**src/rtl/qarma128_pkg.sv**
```systemverilog
// Shared QARMA-128 definitions for the tweak schedule and datapath.
// It defines the cell and state types, the h cell permutation, the omega LFSR
// cell mask and the forward round constants RC[0..15].
// Cell j of a state word occupies bits [j*M +: M].
package qarma128_pkg;

    localparam int unsigned M        = 8;
    localparam int unsigned NumCells = 16;

    typedef logic [M-1:0] cell_t;
    typedef logic [127:0] state_t;

    // Output cell i of h takes input cell HTable[i].
    localparam int unsigned HTable [NumCells] = '{
        6, 5, 14, 15, 0, 1, 2, 3, 7, 12, 13, 4, 8, 9, 10, 11
    };

    // Bit j set means cell j passes through the omega LFSR after h.
    localparam logic [NumCells-1:0] OmegaMask = 16'b0010_1001_0001_1011;

    // Forward round constants. RC[1] onward are consecutive 128-bit chunks of
    // the hex expansion of pi.
    localparam state_t RoundConst [16] = '{
        128'h00000000000000000000000000000000,
        128'h243F6A8885A308D313198A2E03707344,
        128'hA4093822299F31D0082EFA98EC4E6C89,
        128'h452821E638D01377BE5466CF34E90C6C,
        128'hC0AC29B7C97C50DD3F84D5B5B5470917,
        128'h9216D5D98979FB1BD1310BA698DFB5AC,
        128'h2FFD72DBD01ADFB7B8E1AFED6A267E96,
        128'hBA7C9045F12C7F9924A19947B3916CF7,
        128'h0801F2E2858EFC16636920D871574E69,
        128'hA458FEA3F4933D7E0D95748F728EB658,
        128'h718BCD5882154AEE7B54A41DC25A59B5,
        128'h9C30D5392AF26013C5D1B023286085F0,
        128'hCA417918B8DB38EF8E79DCB0603A180E,
        128'h6C9E0E8BB01E8A3ED71577C1BD314B27,
        128'h78AF2FDA55605C60E65525F3AA55AB94,
        128'h5748986263E8144055CA396A2AAB10B6
    };

    // One forward step of the cell LFSR: {b0^b2, b7..b1}.
    function automatic cell_t omega_cell(input cell_t b);
        return {b[0] ^ b[2], b[7:1]};
    endfunction

endpackage

```
**src/rtl/qarma_tweak_update.sv**
```systemverilog
// Forward tweak update for QARMA-128: applies the h cell permutation, then
// omega to the cells selected by OmegaMask. It is purely combinational.
// Ports:
//   tweak   - current tweak T_i
//   updated - omega(h(T_i)) = T_{i+1}
module qarma_tweak_update
    import qarma128_pkg::*;
(
    input  state_t tweak,
    output state_t updated
);

    state_t permuted;

    for (genvar i = 0; i < NumCells; i++) begin : g_cell
        assign permuted[i*M +: M] = tweak[HTable[i]*M +: M];

        if (OmegaMask[i]) begin : g_lfsr
            assign updated[i*M +: M] = omega_cell(permuted[i*M +: M]);
        end else begin : g_pass
            assign updated[i*M +: M] = permuted[i*M +: M];
        end
    end

endmodule

```
**src/rtl/qarma_tweakey_sched.sv**
```systemverilog
// Iterative forward tweakey schedule for QARMA-128.
// The unit accepts one (tweak, k0) pair, then streams R round tweakeys
// rtk_i = T_i ^ k0 ^ RC[i] under valid/ready backpressure.
// Optional build macro QARMA_TWEAKEY_ZEROIZE_EN clears T and K on the final
// handshake, so that no key material is left behind in IDLE.
// Ports:
//   clk, rst            - clock, synchronous active-high reset
//   in_valid, in_ready  - load handshake for in_tweak / in_key
//   in_tweak, in_key    - initial tweak T_0 and round key k0
//   out_valid, out_ready- output handshake for rtk_out
//   rtk_out             - current round tweakey
//   out_last            - marks the round R-1 beat
module qarma_tweakey_sched
    import qarma128_pkg::*;
#(
    parameter int unsigned N = 128,
    parameter int unsigned R = 11
) (
    input  logic         clk,
    input  logic         rst,
    input  logic         in_valid,
    output logic         in_ready,
    input  logic [N-1:0] in_tweak,
    input  logic [N-1:0] in_key,
    output logic         out_valid,
    input  logic         out_ready,
    output logic [N-1:0] rtk_out,
    output logic         out_last
);

    localparam logic [3:0] LastRound = 4'(R - 1);

    typedef enum logic [0:0] {StIdle, StRun} fsm_t;

    fsm_t       state_q;
    state_t     tweak_q;
    state_t     key_q;
    logic [3:0] round_q;
    state_t     tweak_next;
    logic       at_last;

    qarma_tweak_update u_update (
        .tweak   (tweak_q),
        .updated (tweak_next)
    );

    assign at_last = (round_q == LastRound);

    always_ff @(posedge clk) begin
        if (rst) begin
            state_q <= StIdle;
            tweak_q <= '0;
            key_q   <= '0;
            round_q <= '0;
        end else begin
            case (state_q)
                StIdle: begin
                    if (in_valid) begin
                        tweak_q <= in_tweak;
                        key_q   <= in_key;
                        round_q <= '0;
                        state_q <= StRun;
                    end
                end
                StRun: begin
                    if (out_ready) begin
                        if (at_last) begin
                            // Round returns to 0 so IDLE output is T ^ K ^ RC[0].
                            round_q <= '0;
                            state_q <= StIdle;
`ifdef QARMA_TWEAKEY_ZEROIZE_EN
                            tweak_q <= '0;
                            key_q   <= '0;
`endif
                        end else begin
                            tweak_q <= tweak_next;
                            round_q <= round_q + 4'd1;
                        end
                    end
                end
                default: state_q <= StIdle;
            endcase
        end
    end

    assign in_ready  = (state_q == StIdle);
    assign out_valid = (state_q == StRun);
    // The state gate stops out_last from showing in IDLE when R == 1.
    assign out_last  = out_valid && at_last;
    assign rtk_out   = tweak_q ^ key_q ^ RoundConst[round_q];

endmodule

```
**config.mk**
```make
export PLATFORM = sky130hd
export DESIGN_NAME = qarma_tweakey_sched
export DESIGN_NICKNAME = d
export VERILOG_FILES = /design/src/rtl/qarma128_pkg.sv /design/src/rtl/qarma_tweak_update.sv /design/src/rtl/qarma_tweakey_sched.sv
export SDC_FILE = /design/constraint.sdc
export NUM_CORES = 1
export LEC_CHECK = 0
export BUFFER_PORTS_ARGS = -buffer_cell sky130_fd_sc_hd__buf_2
export CELL_PAD_IN_SITES_DETAIL_PLACEMENT = 2
export CELL_PAD_IN_SITES_GLOBAL_PLACEMENT = 2
export CORE_MARGIN = 4
export CORE_UTILIZATION = 31
export CTS_CLUSTER_DIAMETER = 80
export DETAILED_ROUTE_END_ITERATION = 12
export HOLD_SLACK_MARGIN = 0.15
export PLACE_DENSITY_LB_ADDON = 0.1
export SETUP_SLACK_MARGIN = 0.3
export SLEW_MARGIN = 15
export SYNTH_ARGS = -nofsm -noshare
export SYNTH_HDL_FRONTEND = slang
export SYNTH_SLANG_ARGS = --single-unit
```
**constraint.sdc**
```tcl
create_clock -name clk -period 3.3 [get_ports clk]
set_input_delay 0.33 -clock clk [delete_from_list [all_inputs] [get_ports clk]]
set_output_delay 0.33 -clock clk [all_outputs]
set_load 0.01 [all_outputs]
```
# ---- Word-level counts from Yosys, hierarchy flattened
# Memories as Yosys holds them, arrays and structs flattened.
# Cells that the tools add are included.
dict set report totals {
  ff_bits 261
  mem_bits_ro 2048
  input_bits 260
  out_inout_bits 131
  mem_count 1
}
# memory words word_bits read_ports rd_clocked_by_memory_dff write_ports line_no
set memory_table {}
lappend memory_table {{(name not given)} 16 128 1 0 0 qarma_tweakey_sched.sv:90} ;# assign rtk_out = tweak_q ^ key_q ^ RoundConst[round_q];
dict set report classes {
  addsub 1
  order_cmp 1
  eq_ne 4
  muxes 14
  bitwise 11
  n_reduce_logical 4
}
# op count
set op_table {}
lappend op_table {{128-bit 2-to-1 mux} 5}
lappend op_table {{128-bit case mux with 2 select lines} 1}
lappend op_table {{128-bit XOR} 2}
lappend op_table {{4-bit 2-to-1 mux} 3}
lappend op_table {{4-bit case mux with 2 select lines} 1}
lappend op_table {{1-bit XOR} 7}
lappend op_table {{2-bit != test (second input constant)} 3}
lappend op_table {{5-bit >= comparator (second input constant)} 1}
lappend op_table {{4-bit inverter with 5-bit output} 1}
lappend op_table {{4-bit by 1-bit adder with 4-bit output (second input constant)} 1}
lappend op_table {{4-bit == test (second input constant)} 1}
lappend op_table {{2-bit AND reduction} 2}
lappend op_table {{1-bit 2-to-1 mux} 3}
lappend op_table {{3-bit AND reduction} 1}
lappend op_table {{1-bit case mux with 2 select lines} 1}
lappend op_table {{1-bit logical AND} 1}
lappend op_table {{1-bit inverter} 1}

# ---- Logic depth before layout (Yosys ltp)
# Gate-level depths: netlist of the first run.
dict set report depth {
  ltp_word 5
  depth_mapped 10
  ltp_nobuf 6
}

# ---- Cells and area by module
# From an unflattened synthesis of the first run, not the netlist that was laid out.
dict set report unflattened {
  hier_cells 1892
  hier_area_um2 15956.6
}
# mod instances cells_each area_per_inst_um2 seq_area_each_um2
set by_module_without_submodules {}
lappend by_module_without_submodules {qarma_tweakey_sched 1 1764 14986.9 5225.0}
lappend by_module_without_submodules {qarma_tweak_update 1 128 969.7 0.0}

# ---- Least setup slack after synthesis of the first run
# OpenSTA, ideal clock, no wires.
dict set report synth_path {
  path_type {flip-flop to output port}
  start {register round_q[0]}
  end {output port rtk_out[0]}
  arrival_ns 2.196
  t_required_ns 2.970
  setup_slack_ns 0.774
  stages_incl_launch_ff 9
  n_path_buf 2
  cell_sequence {dfxtp_1 clkbuf_1 inv_1 ha_1 clkbuf_1 nand2_1 a21oi_1 a31oi_1 xnor2_1}
}
dict set report synth_via {
  elab_chain_len 5
}
# element line_no
set synth_rtl {}
lappend synth_rtl {{start: declaration} qarma_tweakey_sched.sv:38} ;# logic [3:0] round_q;
lappend synth_rtl {{start signal: assignment} qarma_tweakey_sched.sv:77} ;# round_q <= round_q + 4'd1;
lappend synth_rtl {{4-bit inverter with 5-bit output (not written as such)} qarma_tweakey_sched.sv:90}
lappend synth_rtl {{memory 16 x 128 bit} n/a}
lappend synth_rtl {{128-bit 2-to-1 mux (not written as such) (2 in series)} qarma_tweakey_sched.sv:90}
lappend synth_rtl {{128-bit XOR} qarma_tweakey_sched.sv:90}
lappend synth_rtl {{end: declaration} qarma_tweakey_sched.sv:27} ;# output logic [N-1:0] rtk_out,
# No other way between the ends. The select of a mux whose other input is x is not followed.

# ---- Final worst setup path of the first run
dict set report layout_path {
  start {register round_q[0]}
  end {output port rtk_out[45]}
}
# Same word-level chain as after synthesis.

==> results of run 1 <==
-- synth_stat cells (13+ instances only) --
cell      count  area (sq um)
nand2_1     312          1170
dfxtp_1     261          5230
xnor2_1     205          1800
a21oi_1     202          1010
nor2_1      156           586
mux2i_1     124          1240
a211oi_2    121          1510
clkbuf_1     71           267
xor2_1       60           526
buf_2        43           215
a31oi_1      31           194
o21ai_0      28           140
nor3_1       18          90.1
buf_6        17           191
nand2b_1     16           100
nand3_1      14          70.1
nor2b_1      14          87.6
ha_1         13           163
o211ai_1     13          97.6
-- kinds of logic (layout without fill, tap and decap cells) --
family / Yosys count / after routing / synth area share, %
flops: 261 / 261 / 34.6
mux: 125 / 125 / 8.31
buf+inv: 152 / 653 / 5.04
other cells: 0 / 1 / 0
fa+ha+maj: 13 / 13 / 1.08
xor+xnor: 265 / 265 / 15.4
compound gates: 419 / 419 / 20.8
simple gates: 548 / 548 / 14.8
-- critical path, delay by kind of cell (launching register included) --
kind	cells	cell delay, ns
AO/OA/AOI/OAI	1	0.61
AND/OR/NAND/NOR	1	0.32
XOR/XNOR	1	0.20
flip-flops	1	0.32
buffers and inverters	2	0.39
adder cells (fa/ha/maj)	1	0.29
-- through the flow --
stage                     setup slack, ns  cell area, sq um  std cells  power, W  hold slack [ns]
final                               0.290             20500       2900    0.0102            0.173
after global routing                0.212             20500       2900    0.0107            0.175
after CTS                           0.258             20400       2894    0.0103            0.150
after detailed placement            0.248             17500       2687   0.00608            0.462
after global placement              0.256             17500       2687   0.00602            0.455
after floorplan                     0.774             15100       1783   0.00508            0.448
-- state kept, by name, summed over array words and instances, names as in the netlist --
signal and flops:
tweak_q 128, out_valid 1, round_q 4, key_q 128
-- report_power, final --
group	total [W]	internal, W	switching (W)
combinational	0.00247	0.00108	0.00139
clock	0.00403	0.00247	0.00156
sequential	0.00372	0.00340	0.000326
-- layout make-up --
class	count	area, sq um
multi-input combinational	1370	9390
tap	615	769
clock inverter	15	170
antenna	1	2.50
fill	5303	27400
timing repair buffer	582	3880
inverter	8	33.8
sequential	261	5240
clock buffer	48	1050
-- layer usage --
metal | vias to the layer above | share of wire, %
met5 | - | 0.018
met2 | 426 | 48
li1 | 7000 | -
met3 | 111 | 5.1
met1 | 7616 | 44
met4 | 4 | 3.1
-- timing repair --
item	in CTS	in global routing
hold buffers	141	0
resized for setup	47	25
hold endpoints to repair	141	0
endpoints found under the setup margin	86	55
gates cloned	0	0
buffers inserted	3	5
pin swaps	1	1
-- worst paths after layout --
| kind | startpoint | end | cells past startpoint |
|---|---|---|---|
| worst max-delay path | round_q[0]$_SDFFE_PP0P_ | rtk_out[45] | 6 |
| worst min-delay path | in_tweak[104] | tweak_q[104]$_SDFFE_PP0P_ | 3 |
| worst max register to register | round_q[0]$_SDFFE_PP0P_ | tweak_q[111]$_SDFFE_PP0P_ | 8 |
| worst min register to register | key_q[37]$_SDFFE_PP0P_ | key_q[37]$_SDFFE_PP0P_ | 2 |
==> qor.csv, run 1 <==
stage,metric,value,unit
grt,GRT overflow,0,
floorplan,Die ar.,52200,sq um
min_path,Worst Hold Class,input port to register,
route,remaining antenna violation count,0,
timing,Tcrit/Tclk final,91.2,%
route,Avg Vias per Cell,5.23,
timing,final hold violation count,0,
placement,I/O Buffers,390,
setup_path,CP max stage delay,0.61,ns
flow_run,number of max-cap violations,0,
clock_network,CTS tree,built,
setup_path,CP Max Fanout,11,
floorplan,CORE AREA,47900,sq um
grt,vias in the first global route,16300,
setup_path,CP Capture Type,primary output,
grt,global-route usage over all layers,28.9,%
clock_network,total CTS buffers,35,
power,LEAKAGE,8.39,nW
clock_network,number of H-tree levels,2,
floorplan,Rows,80,
setup_path,Worst R2R Setup Slack,0.62,ns
timing,Slew HR,29.6,%
yosys,async set-or-reset flop fraction in the synthesized netlist,0,%
clock_network,clk slew on worst S/H paths,0.06,ns
timing,fin crit period,3.01,ns
yosys,Syn Std Cell Area,15100,sq um
route,DR vias,15200,
timing,worst slew pin tran,1.06,ns
grt,pin count of the biggest net entering global routing,140,
grt,first-pass GRT wire length,113000,um
placement,Final Wtd Congestion,0.936,
yosys,"Seq/Total Area, Yosys",34.6,%
timing,Final Max Slew Viols,0,
yosys,"Primary FF master, synth",dfxtp_1,
floorplan,Ports,391,
timing,final setup TNS,0,ns
setup_path,Critical Path AT,2.68,ns
power,VDD IR max,0.312,mV
route,DR WL/cell,27.3,um
final_layout,area grow syn2layout,36.2,%
route,DRT iter0 DRCs,827,
outcome,status,finished clean,
yosys,Synth Warn #,0,
power,Pwr Density,498,nW/um^2
floorplan,Die W,229,um
grt,grt met3 use,5.51,%
route,total wire length,79200,um
route,DR pass1 iterations,5,
final_layout,most frequent cells in the layout,"buf_2 (389), nand2_1 (309), dfxtp_1 (258)",
yosys,Synth Area per Inst,8.46,sq um
clock_network,Root Driver,clkbuf_16,
setup_path,worst setup path category,register to primary output,
route,DRC,0,
final_layout,fin nets,2531,
grt,met2 usage,48.4,%
clock_network,later-pin clock latency in the skew report,0.54,ns
grt,GR peak layer,met2,
yosys,Mapped Cells,1783,
clock_network,clk buf depth,3,
final_layout,"commonest non-fill, non-tap cell in the layout",buf_2,
timing,RSZ-0062 raised after global routing,true,
final_layout,final core occ,42.8,%
setup_path,CP max stage cell,o31ai_1,
yosys,Unique masters post-synth,40,
timing,fmax,332,MHz
placement,Detailed Place HPWL,57600,um
yosys,Post-Syn Nets,2056,
floorplan,Chip Height,229,um
setup_path,crit-path cells,inv_1 > ha_4 > and2b_2 > o31ai_1 > xnor2_1 > buf_2,
floorplan,starting density of the core,31.5,%
clock_network,CTS Sinks,261,
final_layout,share of cells above drive strength 1,30.3,%
yosys,Yosys reg bits,261,
setup_path,Critical Path RT,2.97,ns
timing,Setup-failing EPs final,0,
grt,initial antenna violation count,3,
setup_path,crit path launch type,register,
yosys,Post-synth EDFFs,0,
timing,Clock Skew,0.0145,ns
grt,global-route met1 utilization,37.6,%
Power figures use the tool's default switching activity.
==> inputs of run 2 (changes only) <==
==> constraint.sdc (replaced) <==
create_clock -name clk -period 3.3 [get_ports clk]
set_input_delay 0.165 -clock clk [delete_from_list [all_inputs] [get_ports clk]]
set_output_delay 0.165 -clock clk [all_outputs]
set_load 0.01 [all_outputs]
==> qor.csv, run 2 (synthesis gave the netlist of run 1 again) <==
stage,metric,value,unit,change
final_layout,Multi-input gate area,9280,sq um,-1.2%
setup_path,Critical Path RT,3.13,ns,+0.16 ns
route,DRC,0,,unchanged
placement,Final Wtd Congestion,0.955,,+2.0%
clock_network,Root Driver,clkbuf_16,,
timing,worst slew pin tran,1.07,ns,+0.0184 ns
floorplan,Die W,229,um,unchanged
grt,pin count of the biggest net entering global routing,138,,-1.4%
clock_network,clk buf depth,3,,unchanged
placement,Detailed Place HPWL,57300,um,-0.52%
clock_network,clk slew on worst S/H paths,0.06,ns,about the same
clock_network,total CTS buffers,34,,-2.9%
final_layout,fin nets,2626,,+3.8%
outcome,status,finished clean,,
final_layout,area grow syn2layout,41.4,%,
setup_path,Critical Path AT,2.78,ns,+0.10 ns
setup_path,CP max stage delay,0.52,ns,-0.09 ns
min_path,Worst Hold Class,input port to register,,
route,DR vias,15700,,+3.5%
power,Pwr Density,472,nW/um^2,-5.2%
clock_network,CTS Sinks,261,,unchanged
setup_path,CP Capture Type,primary output,,
timing,fin crit period,2.95,ns,-0.0615 ns
timing,PnR worst setup slack,0.352,ns,+0.0615 ns
flow_run,number of max-cap violations,0,,unchanged
setup_path,CP startpoint,round_q[2]$_SDFFE_PP0P_,,
min_path,worst hold start,rst,,
route,DR pass1 iterations,7,,+2
setup_path,CP max stage cell,dfxtp_2,,
timing,final setup TNS,0,ns,unchanged
grt,initial antenna violation count,3,,unchanged
floorplan,Die ar.,52200,sq um,unchanged
route,Avg Vias per Cell,5.25,,+0.41%
setup_path,worst setup path category,register to primary output,,
floorplan,Ports,391,,unchanged
setup_path,reg-to-reg startpoint,out_valid$_SDFF_PP0_,,
grt,GRT overflow,0,,unchanged
grt,first-pass GRT wire length,121000,um,+6.9%
timing,Final Max Slew Viols,0,,unchanged
clock_network,later-pin clock latency in the skew report,0.54,ns,about the same
timing,Slew HR,28.4,%,-1.2 points
floorplan,Rows,80,,unchanged
timing,fmax,339,MHz,+2.1%
final_layout,"commonest non-fill, non-tap cell in the layout",buf_2,,
floorplan,Chip Height,229,um,unchanged
floorplan,starting density of the core,31.5,%,unchanged
final_layout,most frequent cells in the layout,"buf_2 (389), nand2_1 (309), dfxtp_1 (258)",,
final_layout,FF/Latch Area,5230,sq um,about the same
timing,final hold violation count,0,,unchanged
final_layout,fillcell total,5220,,-1.6%
route,DRT iter0 DRCs,1037,,+25%
setup_path,CP bufs+invs,2,,unchanged
timing,RSZ-0062 raised after global routing,true,,
timing,Setup-failing EPs final,0,,unchanged
grt,vias in the first global route,17500,,+7.6%
timing,Tcrit/Tclk final,89.3,%,-1.9 points
route,total wire length,83500,um,+5.4%
setup_path,crit-path cells,buf_12 > nand2b_1 > o21ai_0 > a21oi_2 > xnor2_1 > buf_2,,
floorplan,CORE AREA,47900,sq um,unchanged
route,remaining antenna violation count,0,,unchanged
final_layout,share of cells above drive strength 1,27.2,%,-3.1 points
final_layout,biggest regs,"key_q: 128 flops, tweak_q: 128 flops, round_q: 4 flops",,
grt,global-route usage over all layers,30.9,%,+2.0 points
placement,pre-CTS setup slack,0.459,ns,+0.212 ns
setup_path,crit path launch type,register,,
final_layout,final instance area,21300,sq um,+3.8%
placement,I/O Buffers,390,,unchanged
route,DR WL/cell,27.9,um,+2.3%
setup_path,"CP delay by family, top",compound AO/OA/AOI/OAI gates,,
timing,Clock Skew,0.00971,ns,-0.00475 ns
power,VDD IR max,0.338,mV,+8.3%
power,LEAKAGE,8.72,nW,+4.0%
placement,Placed Area,17500,sq um,-0.14%
clock_network,CTS tree,built,,
setup_path,CP Max Fanout,32,,+21
clock_network,number of H-tree levels,2,,unchanged
## run 2: worst paths after layout
kind | endpoint | slack (ns) | depth (start not counted)
worst max register to register | tweak_q[24]$_SDFFE_PP0P_ | 0.96 | 3
worst max-delay path | rtk_out[55] | 0.35 | 6
worst min register to register | key_q[66]$_SDFFE_PP0P_ | 0.47 | 2
worst min-delay path | key_q[80]$_SDFFE_PP0P_ | 0.16 | 2
## run 2: power by group
group,leakage [nW],internal (W),total (W),switching [W]
clock,0.536,0.00222,0.00371,0.00149
sequential,2.15,0.00340,0.00373,0.000334
combinational,6.03,0.00117,0.00263,0.00146
## run 2: timing repair
action / 4_1_cts / 5_1_grt
setup endpoints to repair: 33 / 42
gates cloned: 0 / 0
resized for setup: 17 / 23
pin swaps: 0 / 0
hold buffers: 254 / 0
hold endpoints to repair: 253 / 0
buffers inserted: 1 / 0
## run 2: cell type report
type / count / area share, %
well taps: 615 / 3.61
clock buffers: 49 / 4.79
inverters: 8 / 0.147
repair buffers: 678 / 23.0
multi-input cells: 1370 / 43.5
diodes: 1 / 0.0117
flip-flops and latches: 261 / 24.6
clock inverters: 8 / 0.311
## run 2: metrics by stage
stage / total power, W / util [%] / cells / hold slack, ns
detailed placement: 0.00608 / 36.5 / 2677 / 0.415
floorplan: 0.00508 / - / 1783 / 0.301
CTS: 0.0101 / 44.2 / 2989 / 0.153
finish: 0.0101 / 44.5 / 2990 / 0.159
global placement: 0.00602 / 36.5 / 2677 / 0.407
global route: 0.0105 / 44.5 / 2990 / 0.172
## run 2: worst reg2reg max path, stage by stage, from the launching register on
cell	delay (ns)
dfxtp_4	0.39
buf_12	0.71
mux2i_1	0.91
a211oi_2	0.18
## run 2: layer usage
metal  share of wire [%]  routed length (um)  vias to the layer above  global-route usage (%)
met5                   0                   0                        -                       0
li1                    -                   -                     7205                       -
met3                 4.7                3890                      124                    4.65
met4                 3.5                2900                        0                    10.3
met2                  49               40800                      481                    53.8
met1                  43               35900                     7882                    39.1
==> inputs of run 3 (changes only) <==
--- a/config.mk
+++ b/config.mk
@@ -5,16 +5,18 @@
 export SDC_FILE = /design/constraint.sdc
 export NUM_CORES = 1
 export LEC_CHECK = 0
+export ABC_AREA = 1
 export BUFFER_PORTS_ARGS = -buffer_cell sky130_fd_sc_hd__buf_2
 export CELL_PAD_IN_SITES_DETAIL_PLACEMENT = 2
 export CELL_PAD_IN_SITES_GLOBAL_PLACEMENT = 2
 export CORE_MARGIN = 4
-export CORE_UTILIZATION = 31
+export CORE_UTILIZATION = 28
 export CTS_CLUSTER_DIAMETER = 80
 export DETAILED_ROUTE_END_ITERATION = 12
 export HOLD_SLACK_MARGIN = 0.15
 export PLACE_DENSITY_LB_ADDON = 0.1
 export SETUP_SLACK_MARGIN = 0.3
+export SKIP_CTS_REPAIR_TIMING = 1
 export SLEW_MARGIN = 15
 export SYNTH_ARGS = -nofsm -noshare
 export SYNTH_HDL_FRONTEND = slang
==> qor.csv, run 3 <==
stage,metric,value,unit,change
route,Avg Vias per Cell,5.09,,-2.9%
setup_path,Critical Path RT,3.13,ns,about the same
flow_run,number of max-cap violations,0,,unchanged
clock_network,total CTS buffers,38,,+12%
timing,fmax,334,MHz,-1.6%
yosys,most frequent cells after synthesis,"nand2_1 (853), nor2_1 (468), dfxtp_1 (261)",,
clock_network,number of H-tree levels,2,,unchanged
power,VDD IR max,0.374,mV,+11%
floorplan,CORE AREA,58000,sq um,+21%
yosys,Syn Std Cell Area,16500,sq um,+9.3%
power,combinational power share,27.9,%,+1.8 points
final_layout,biggest regs,"key_q: 128 flops, tweak_q: 128 flops, round_q: 4 flops",,
route,DR WL/cell,25.4,um,-9.1%
yosys,Yosys reg bits,261,,unchanged
placement,I/O Buffers,390,,unchanged
grt,global-route usage over all layers,28.4,%,-2.5 points
yosys,Unique masters post-synth,26,,-35%
setup_path,crit path launch type,register,,
yosys,"Primary FF master, synth",dfxtp_1,,
floorplan,Chip Height,251,um,+9.7%
timing,Tcrit/Tclk final,90.8,%,+1.4 points
floorplan,Rows,88,,+10%
yosys,Post-synth EDFFs,0,,unchanged
timing,fin crit period,3.00,ns,+0.0470 ns
yosys,largest cells by area after synthesis,"dfxtp_1 (32%), nand2_1 (19%), nor2_1 (11%)",,
setup_path,CP Max Fanout,13,,-59%
final_layout,most frequent cells in the layout,"nand2_1 (839), nor2_1 (464), buf_2 (390)",,
yosys,Post-Syn Nets,2904,,+41%
yosys,dominant cell type by area after synthesis,dfxtp_1,,
final_layout,"commonest non-fill, non-tap cell in the layout",nand2_1,,
setup_path,CP Capture Type,primary output,,
final_layout,area grow syn2layout,35.5,%,
yosys,Synth Warn #,0,,unchanged
yosys,most common cell in the synthesized netlist,nand2_1,,
final_layout,fin nets,3413,,+30%
power,Net Sw Frac,35.5,%,+2.8 points
power,Sequential Power Share,34.6,%,-2.5 points
min_path,Worst Hold Class,input port to register,,
floorplan,Die ar.,62800,sq um,+20%
clock_network,Root Driver,clkbuf_16,,
timing,RSZ-0062 raised after global routing,true,,
placement,Final Wtd Congestion,0.920,,-3.6%
route,DR pass1 iterations,5,,-2
grt,vias in the first global route,20200,,+15%
route,remaining antenna violation count,0,,unchanged
timing,Setup-failing EPs final,0,,unchanged
power,Overall Power,0.0109,W,+8.0%
timing,final hold violation count,0,,unchanged
grt,first-pass GRT wire length,134000,um,+11%
clock_network,CTS Sinks,261,,unchanged
timing,PnR worst setup slack,0.305,ns,-0.0470 ns
clock_network,clk slew on worst S/H paths,0.06,ns,about the same
route,DRT iter0 DRCs,1212,,+17%
yosys,async set-or-reset flop fraction in the synthesized netlist,0,%,unchanged
timing,Clock Skew,0.0164,ns,+0.00667 ns
placement,pre-CTS setup slack,0.452,ns,-0.00763 ns
clock_network,later-pin clock latency in the skew report,0.56,ns,+0.02 ns
grt,pin count of the biggest net entering global routing,130,,-5.8%
timing,Final Max Slew Viols,0,,unchanged
outcome,status,finished clean,,
power,Pwr Density,487,nW/um^2,+3.1%
timing,worst slew pin tran,1.05,ns,-0.0194 ns
route,DRC,0,,unchanged
power,Int Power,0.00702,W,+3.5%
power,LEAKAGE,10.7,nW,+23%
yosys,top-area cell type share of the netlist area,31.7,%,-3.0 points
setup_path,worst setup path category,register to primary output,,
power,switching pwr,0.00385,W,+17%
grt,initial antenna violation count,4,,+1
route,total wire length,99800,um,+19%
clock_network,clk buf depth,3,,unchanged
timing,Slew HR,29.2,%,+0.79 points
yosys,Mapped Cells,2631,,+48%
placement,Detailed Place HPWL,71600,um,+25%
final_layout,fillcell total,7042,,+35%
clock_network,CTS tree,built,,
floorplan,Ports,391,,unchanged
grt,GRT overflow,0,,unchanged
yosys,"Seq/Total Area, Yosys",31.7,%,-3.0 points
setup_path,Critical Path AT,2.83,ns,+0.05 ns
power,clock group share of total power,37.4,%,+0.6 points
floorplan,starting density of the core,28.4,%,-3.0 points
route,DR vias,20000,,+28%
final_layout,share of cells above drive strength 1,16.6,%,-11 points
floorplan,Die W,251,um,+9.7%
yosys,Synth Area per Inst,6.27,sq um,-26%
run 3: cell types whose count changed after synthesis, sizes merged, moves of 116 or more:
| cell | change |
|---|---|
| nand2 | +544 |
| nor2 | +312 |
| xnor2 | -151 |
| nand3 | +146 |
| mux2i | -124 |
| a211oi | -123 |
| and2 | +118 |
| o21ai | +116 |
run 3: stage by stage:
stage | TNS [ns] | hold slack [ns] | utilization, % | instance area (sq um) | instances
floorplan | 0 | 0.234 | - | 16500 | 2631
global placement | 0 | 0.403 | 32.7 | 19000 | 3659
detailed placement | 0 | 0.421 | 32.7 | 19000 | 3659
CTS | -1.16 | -0.182 | 34.8 | 20200 | 3723
global route | 0 | 0.139 | 38.5 | 22300 | 3929
finish | 0 | 0.0896 | 38.5 | 22300 | 3930
run 3: critical path: stages (launching register included):
cell        delay (ns)
dfxtp_4           0.45
clkinvlp_4        0.19
ha_2              0.40
inv_1             0.09
nand2_1           0.17
nand3_1           0.35
nand2_1           0.27
nand2_1           0.09
nand2_1           0.11
buf_2             0.14
run 3: power by group through the flow:
| stage | clock network (W) | registers [W] | logic [W] |
|---|---|---|---|
| 3_5_place_dp | 0 | 0.00382 | 0.00279 |
| 5_1_grt | 0.00427 | 0.00379 | 0.00330 |
| 4_1_cts | 0.00414 | 0.00375 | 0.00281 |
| 3_3_place_gp | 0 | 0.00380 | 0.00272 |
| 6_report | 0.00407 | 0.00376 | 0.00304 |
| 2_1_floorplan | 0 | 0.00368 | 0.00158 |
run 3: cell type report:
class                      instances  area [sq um]  share of cell area [%]
clock buffer                      55          1110                    4.95
inverter                          57           238                    1.06
timing repair inverter             1          5.00                  0.0224
multi-input combinational       2154         10300                    46.1
timing repair buffer             627          4400                    19.7
clock inverter                     9          88.8                   0.398
tap                              765           957                    4.29
sequential                       261          5240                    23.4
antenna                            1          2.50                  0.0112
run 3: path summary, 6_finish.rpt:
check	from	endpoint	slack [ns]	cells after the start
worst max-delay path	round_q[0]$_SDFFE_PP0P_	rtk_out[82]	0.30	9
worst min-delay path	in_tweak[100]	tweak_q[100]$_SDFFE_PP0P_	0.09	6
worst max register to register	round_q[1]$_SDFFE_PP0P_	tweak_q[0]$_SDFFE_PP0P_	0.91	7
worst min register to register	key_q[45]$_SDFFE_PP0P_	key_q[45]$_SDFFE_PP0P_	0.51	2
run 3: cells by family (layout without fill, tap and decap cells):
family	Yosys count	after routing	share of synthesized area [%]
buffers and inverters	216	749	6.25
flip-flops	261	261	31.7
AND/OR/NAND/NOR	1694	1694	43.7
adder cells (fa/ha/maj)	13	13	0.987
AO/OA/AOI/OAI	298	298	9.49
other	0	1	0
XOR/XNOR	149	149	7.92
run 3: metal layers:
metal	global-route usage, %	up-vias	part of all wire, %
met5	0	-	0
met4	9.68	0	4.1
met3	4.88	181	5.0
met2	46.6	542	47
met1	37.8	9969	44
li1	-	9331	-
